[src/rtl/modulo_leitor_buffer_rolhas.sv]
// Reader end of the main cork buffer: requests one cork per bottle, waits for
// the buffer's decrement acknowledge, runs the sealing actuator for a fixed
// time and keeps a wrapping 0..99 count of consumed corks.
// Optional feature: define LEITOR_ROLHAS_BCD_EN to add registered BCD tens/units
// outputs (cons_dez, cons_uni) of the consumed count.
module modulo_leitor_buffer_rolhas #(
    parameter int unsigned SEAL_CYCLES = 4,
    parameter int unsigned ACK_TIMEOUT = 8,
    parameter int unsigned BUF_W       = 5
) (
    input  logic             clk,
    input  logic             clr,
    input  logic             seal_req,
    input  logic [BUF_W-1:0] buf_count,
    input  logic             rd_ack,
    input  logic             fault_clr,
    output logic             rd_req,
    output logic             seal_act,
    output logic             seal_done,
    output logic             ro,
    output logic             fault,
    output logic [6:0]       consumed,
    output logic [2:0]       state
`ifdef LEITOR_ROLHAS_BCD_EN
    ,
    output logic [3:0]       cons_dez,
    output logic [3:0]       cons_uni
`endif
);

    // One timer is shared by REQ (ack timeout) and SEAL (actuator on-time).
    localparam int unsigned TMax = (ACK_TIMEOUT > SEAL_CYCLES) ? ACK_TIMEOUT : SEAL_CYCLES;
    localparam int unsigned TW   = (TMax > 1) ? $clog2(TMax) : 1;

    typedef enum logic [2:0] {
        StIdle  = 3'd0,
        StReq   = 3'd1,
        StSeal  = 3'd2,
        StDone  = 3'd3,
        StEmpty = 3'd4,
        StFault = 3'd5
    } state_t;

    state_t        state_q, state_d;
    logic [TW-1:0] timer_q, timer_d;
    logic [6:0]    consumed_q, consumed_d;
    logic          seal_req_q;
    logic          rise;
    logic          buf_empty;

    assign rise      = seal_req & ~seal_req_q;
    assign buf_empty = (buf_count == '0);
    assign consumed  = consumed_q;
    assign state     = state_q;

    // Next state, shared timer and consumed count.
    always_comb begin
        state_d    = state_q;
        timer_d    = timer_q;
        consumed_d = consumed_q;
        unique case (state_q)
            StIdle: begin
                timer_d = '0;
                if (rise) begin
                    state_d = buf_empty ? StEmpty : StReq;
                end
            end
            StReq: begin
                // Ack wins over a timeout on the same cycle.
                if (rd_ack) begin
                    state_d    = StSeal;
                    timer_d    = '0;
                    consumed_d = (consumed_q == 7'd99) ? 7'd0 : consumed_q + 7'd1;
                end else if (timer_q == TW'(ACK_TIMEOUT - 1)) begin
                    state_d = StFault;
                    timer_d = '0;
                end else begin
                    timer_d = timer_q + 1'b1;
                end
            end
            StSeal: begin
                if (timer_q == TW'(SEAL_CYCLES - 1)) begin
                    state_d = StDone;
                    timer_d = '0;
                end else begin
                    timer_d = timer_q + 1'b1;
                end
            end
            StDone: begin
                state_d = StIdle;
                timer_d = '0;
            end
            StEmpty: begin
                timer_d = '0;
                // Bottle withdrawn takes precedence over a refill.
                if (!seal_req) begin
                    state_d = StIdle;
                end else if (!buf_empty) begin
                    state_d = StReq;
                end
            end
            StFault: begin
                timer_d = '0;
                if (fault_clr) begin
                    state_d = StIdle;
                end
            end
            default: begin
                state_d = StIdle;
                timer_d = '0;
            end
        endcase
    end

`ifdef LEITOR_ROLHAS_BCD_EN
    logic [3:0] dez_q, dez_d, uni_q, uni_d;

    assign cons_dez = dez_q;
    assign cons_uni = uni_q;

    // BCD digits follow every increment of the binary count.
    always_comb begin
        dez_d = dez_q;
        uni_d = uni_q;
        if (consumed_d != consumed_q) begin
            if (consumed_q == 7'd99) begin
                dez_d = 4'd0;
                uni_d = 4'd0;
            end else if (uni_q == 4'd9) begin
                dez_d = dez_q + 4'd1;
                uni_d = 4'd0;
            end else begin
                uni_d = uni_q + 4'd1;
            end
        end
    end

    // BCD digit registers.
    always_ff @(posedge clk) begin
        if (!clr) begin
            dez_q <= 4'd0;
            uni_q <= 4'd0;
        end else begin
            dez_q <= dez_d;
            uni_q <= uni_d;
        end
    end
`endif

    // State, timer, count and outputs; outputs decode the incoming state so
    // they line up with the state register.
    always_ff @(posedge clk) begin
        if (!clr) begin
            state_q    <= StIdle;
            timer_q    <= '0;
            consumed_q <= 7'd0;
            seal_req_q <= 1'b0;
            rd_req     <= 1'b0;
            seal_act   <= 1'b0;
            seal_done  <= 1'b0;
            ro         <= 1'b0;
            fault      <= 1'b0;
        end else begin
            state_q    <= state_d;
            timer_q    <= timer_d;
            consumed_q <= consumed_d;
            seal_req_q <= seal_req;
            rd_req     <= (state_d == StReq);
            seal_act   <= (state_d == StSeal);
            seal_done  <= (state_d == StDone);
            ro         <= (state_d == StEmpty);
            fault      <= (state_d == StFault);
        end
    end

endmodule
[config.mk]
export PLATFORM = sky130hd
export DESIGN_NAME = modulo_leitor_buffer_rolhas
export DESIGN_NICKNAME = d
export VERILOG_FILES = /design/src/rtl/modulo_leitor_buffer_rolhas.sv
export SDC_FILE = /design/constraint.sdc
export NUM_CORES = 1
export LEC_CHECK = 0
export ABC_AREA = 1
export ABC_CLOCK_PERIOD_IN_PS = 3200
export CELL_PAD_IN_SITES_DETAIL_PLACEMENT = 1
export CELL_PAD_IN_SITES_GLOBAL_PLACEMENT = 1
export CORE_MARGIN = 3
export CORE_UTILIZATION = 35
export DETAILED_ROUTE_END_ITERATION = 8
export PLACE_DENSITY_LB_ADDON = 0.1
export RECOVER_POWER = 25
export SYNTH_ARGS = -nofsm -noshare
export SYNTH_HDL_FRONTEND = slang
export SYNTH_SLANG_ARGS = --single-unit
[constraint.sdc]
create_clock -name clk -period 3.2 [get_ports clk]
set_clock_uncertainty 0.2 [all_clocks]
set_input_delay 0.64 -clock clk [delete_from_list [all_inputs] [get_ports clk]]
set_output_delay 0.64 -clock clk [all_outputs]
set_load 0.01 [all_outputs]
# Yosys cells after proc, flatten, opt, wreduce, memory -nomap -nowiden
# Cells that the tools add are included.
# totals
register_bits	19
input_bits	10
output_inout_bits	15
word_cells	42
# op_classes
n_addsub	2
eq_ne	12
muxes	14
n_bitwise	2
n_reduce_logical	3
# op_table
operator	count
3-bit 2-to-1 mux	11
3-bit equality test, second input constant	5
3-bit case mux with 5 select lines	1
3-bit by 2-bit equality test with 1-bit output, second input constant	4
7-bit by 1-bit adder with 7-bit output, second input constant	1
7-bit equality test, second input constant	1
7-bit 2-to-1 mux	1
3-bit by 1-bit equality test with 1-bit output, second input constant	2
3-bit case mux with 2 select lines	1
5-bit zero test	1
3-bit by 1-bit adder with 3-bit output, second input constant	1
3-bit zero test	1
2-bit AND reduction	1
1-bit bitwise AND	1
1-bit inverter	1

# Longest topological paths before layout
# depth
word_depth	5
ltp_mapped	8
mapped_depth_nobuf	8

# Worst setup path before layout
# Ideal clock, no wire load.
# synth_timing
path_type	input to register
start	in rd_ack
end	reg consumed_q[5] (netlist: consumed[5])
setup_time_ps	113
t_arrival_ps	1170
required_ps	2887
setup_slack_ps	1717
cell_stages	7
path_buffers	0
cell_sequence	inv_1 -> nor2_4 -> inv_2 -> nor2_1 -> nor2_1 -> nand2_1 -> nor2_1
# synth_via
elab_chain_cells	1
# synth_rtl
element	line_no	text
start: declaration	15	input logic rd_ack,
2-bit AND reduction (no line)	n/a	
end signal: assignment	166	consumed_q <= consumed_d;
end: declaration	46	logic [6:0] consumed_q, consumed_d;
# No other way between the ends.
# A chain may end at the register's enable or synchronous reset.

# Worst setup path after layout
# layout_timing
start	reg consumed_q[4] (netlist: consumed[4])
end	out consumed[4]
# layout_lines
element	line_no	text
end: declaration	22	output logic [6:0] consumed,
# No word-level cell between the ends.

==> results.cfg <==
[sta]
hold_violation_count_in_the_final_report = 0
finalSetupViolations = 0
achievable-frequency_mhz = 448
finalCriticalPeriod_ps = 2230
setup_repair_after_global_routing_missed_its_margin = no
setup-tns-final_ps = 0
slew_headroom = 0.529
min_period_over_period = 0.698
tightestPinTransition_ps = 705
number_of_pins_exceeding_their_max_slew_limit_in_the_final_report = 0

[layout]
antenna-diode-count = 0
share_of_layout_cells_above_drive_strength_1 = 0.0764
layout-area-overhead-vs-synth_pct = 32.2
design_area_um2 = 1220
design.final.nets = 173
area.sequential_um2 = 380
layout.filler_cells = 333
stdcell_count = 187
multi_input_gate_area_in_the_final_layout_um2 = 450
postLayoutCoreUtil = 0.489

[worst_setup_path]
path_max_fanout = 7
worst_setup_path_start_kind = register
critical_path_buf_inv_count = 1
critical_path.cell_chain = clkdlybuf4s50_1
cp_data_arrival_time_ps = 1390
critical-path-top-delay-family = buffers and inverters
critical_path.slowest_cell = sky130_fd_sc_hd__clkdlybuf4s50_1
worst_path_largest_cell_delay_ps = 590
setup.worst_path.end_class = output port
cp.required_ps = 2360
critPathKind = register to output port

[placed_design]
gp_congestion = 0.791
cell_area_after_placement_um2 = 1200
port_buffers = 24
hpwlAfterDp_um = 1830
place_inst = 183

[yosys]
synth_edf_count = 0
synth_seq_area_share = 0.411
synthesis.area_per_instance_um2 = 7.17
ys_dominant_reg_cell = sky130_fd_sc_hd__dfxtp_1
fraction_of_registers_with_async_set_or_reset_after_synthesis = 0
synthesis.instances = 129
yosysTopAreaCell = sky130_fd_sc_hd__dfxtp_1
simple_logic_cell_fraction_of_the_synthesized_area = 0.342
net_count_synth = 144
synthTopCellsByCount = sky130_fd_sc_hd__nand2_1, sky130_fd_sc_hd__nor2_1, sky130_fd_sc_hd__inv_1
synth.top_cells.by_area = sky130_fd_sc_hd__dfxtp_1, sky130_fd_sc_hd__nand2_1, sky130_fd_sc_hd__nor2_1
post-synth-top-count-cell = sky130_fd_sc_hd__nand2_1
dominant_combinational_cell_family_by_area_after_synthesis = simple AND/OR/NAND/NOR gates
synthXorXnorAreaFrac = 0.0189
ys_ff_latch = 19
synth.mux.area_fraction = 0
fraction_of_the_mapped_netlist_area_in_compound_gates = 0.0663
yosys_top_cell_area_share = 0.411
synth-adder-area-share = 0.0677
ys_types = 22
ys_warn_count = 0
syn-cell-area_um2 = 925

[floorplan]
rows = 18
floorplan.core_area_um2 = 2500
die_area_um2 = 3290
ios = 25
die_width_um = 57.4
initial_core_util = 0.370
die_y_um = 57.4

[routing]
number_of_antenna_violating_nets_in_the_routed_design = 0
routed_via_density = 4.71
postRouteWirelength_um = 2310
detailroute.via_count = 881
routed_wire_per_std_cell_um = 12.3
drtIter0Drc = 13
drt-pass1-iter-count = 4
drc_violations_left = 0

[clock_network]
clkSlewWorstSetupHoldPaths_ps = 120
clock_insertion_delay_worst_skew_ps = 290
cts.repair.resized = 0
hold_buffers = 0
cts_htree_levels = 1
clkSinkCount = 19
cts.root.buffer_cell = sky130_fd_sc_hd__clkbuf_4
cts_inserted_buffers = 3
tritoncts = built
setup_fix_buffers_added_after_clock_tree_synthesis = 0
clockBufferDepth = 2

[pwr]
power.share.clock = 0.287
leakage_nw = 0.572
report.power.total_w = 0.000426
p_switching_w = 0.000110
power.share.combinational = 0.131
power.internal_w = 0.000316
power_switching_share = 0.257
power_per_cell_area_nw_per_um2 = 349
share_seq_of_total_power = 0.582
vdd_drop_max_uv = 174

[min_path]
holdCritPathClass = register to register

[flow_run]
maxCapViolCount = 0

[global_routing]
grt_util_all_layers = 0.157
antenna_violations_before_repair = 0
grt_start_max_net_pins = 12
grt_pass1_vias = 918
grt_overflow_total = 0
grt_pass1_wl_um = 4000

[status]
outcome = finished clean
## tightest hold or removal path, stage by stage (launching register included)
cell,delay (ps)
sky130_fd_sc_hd__dfxtp_1,360
sky130_fd_sc_hd__nand2_1,70
sky130_fd_sc_hd__a21oi_1,50
## registers in the layout, indices dropped and copies added (netlist names)
signal / flops
consumed: 7
fault: 1
rd_req: 1
seal_done: 1
timer_q: 3
state: 3
seal_req_q: 1
ro: 1
seal_act: 1
## final cells by class
type                       count  share of cell area
clock buffer                   3              0.0184
clock inverter                 1             0.00409
inverter                      23              0.0706
timing repair buffer          24               0.197
tap                           30              0.0307
multi-input combinational     87               0.368
sequential                    19               0.311
## cell usage in the layout (no fill, tap or decap), drive strengths merged
cell and count:
clkdlybuf4s50 23, ha 5, dlygate4sd3 1, nand4 3
nor4 1, clkinv 1, xor2 2, clkbuf 3
nand2 26, nor3 3, a21oi 7, o21ai 3
dfxtp 19, nor2 25, inv 23, a21o 1
or2 1, nand3 9, nand3b 1
## cells by family (layout without fill, tap and decap cells)
family | after synthesis | after routing
adders and majority gates | 5 | 5
AOI/OAI and AO/OA | 11 | 11
and+or+nand+nor | 69 | 69
buffers and inverters | 23 | 51
xor gates and xnor gates | 2 | 2
DFF | 19 | 19
## worst paths after layout
path	from	to	slack (ps)	depth (start not counted)
setup / recovery	consumed[4]$_SDFFE_PN0P_	consumed[4]	970	1
hold reg to reg	consumed[0]$_SDFFE_PN0P_	consumed[0]$_SDFFE_PN0P_	320	2
setup reg to reg	state[1]$_SDFF_PN0_	consumed[5]$_SDFFE_PN0P_	1320	8
hold / removal	consumed[0]$_SDFFE_PN0P_	consumed[0]$_SDFFE_PN0P_	320	2
## power by group through the flow
stage	Clock (W)	Sequential, W	Combinational [W]
final	0.000122	0.000248	0.0000558
after global routing	0.000144	0.000249	0.0000629
after CTS	0.000129	0.000248	0.0000579
after detailed placement	0	0.000253	0.0000573
after global placement	0	0.000253	0.0000564
after floorplan	0	0.000255	0.0000259
## routing by layer
layer,vias to the layer above,global-route usage,wire [µm],part of all wire
li1,457,-,-,-
met1,407,0.213,1160,0.50
met2,15,0.231,1030,0.45
met3,2,0.0385,88,0.038
met4,0,0.0795,25,0.011
met5,-,0,0,0
## stage by stage
| step | hold slack (ps) | worst slack (ps) |
|---|---|---|
| global placement | 305 | 1070 |
| detailed placement | 298 | 1020 |
| global route | 364 | 848 |
| floorplan | 308 | 1720 |
| finish | 317 | 968 |
| CTS | 320 | 952 |
(Power assumes the default switching activity.)
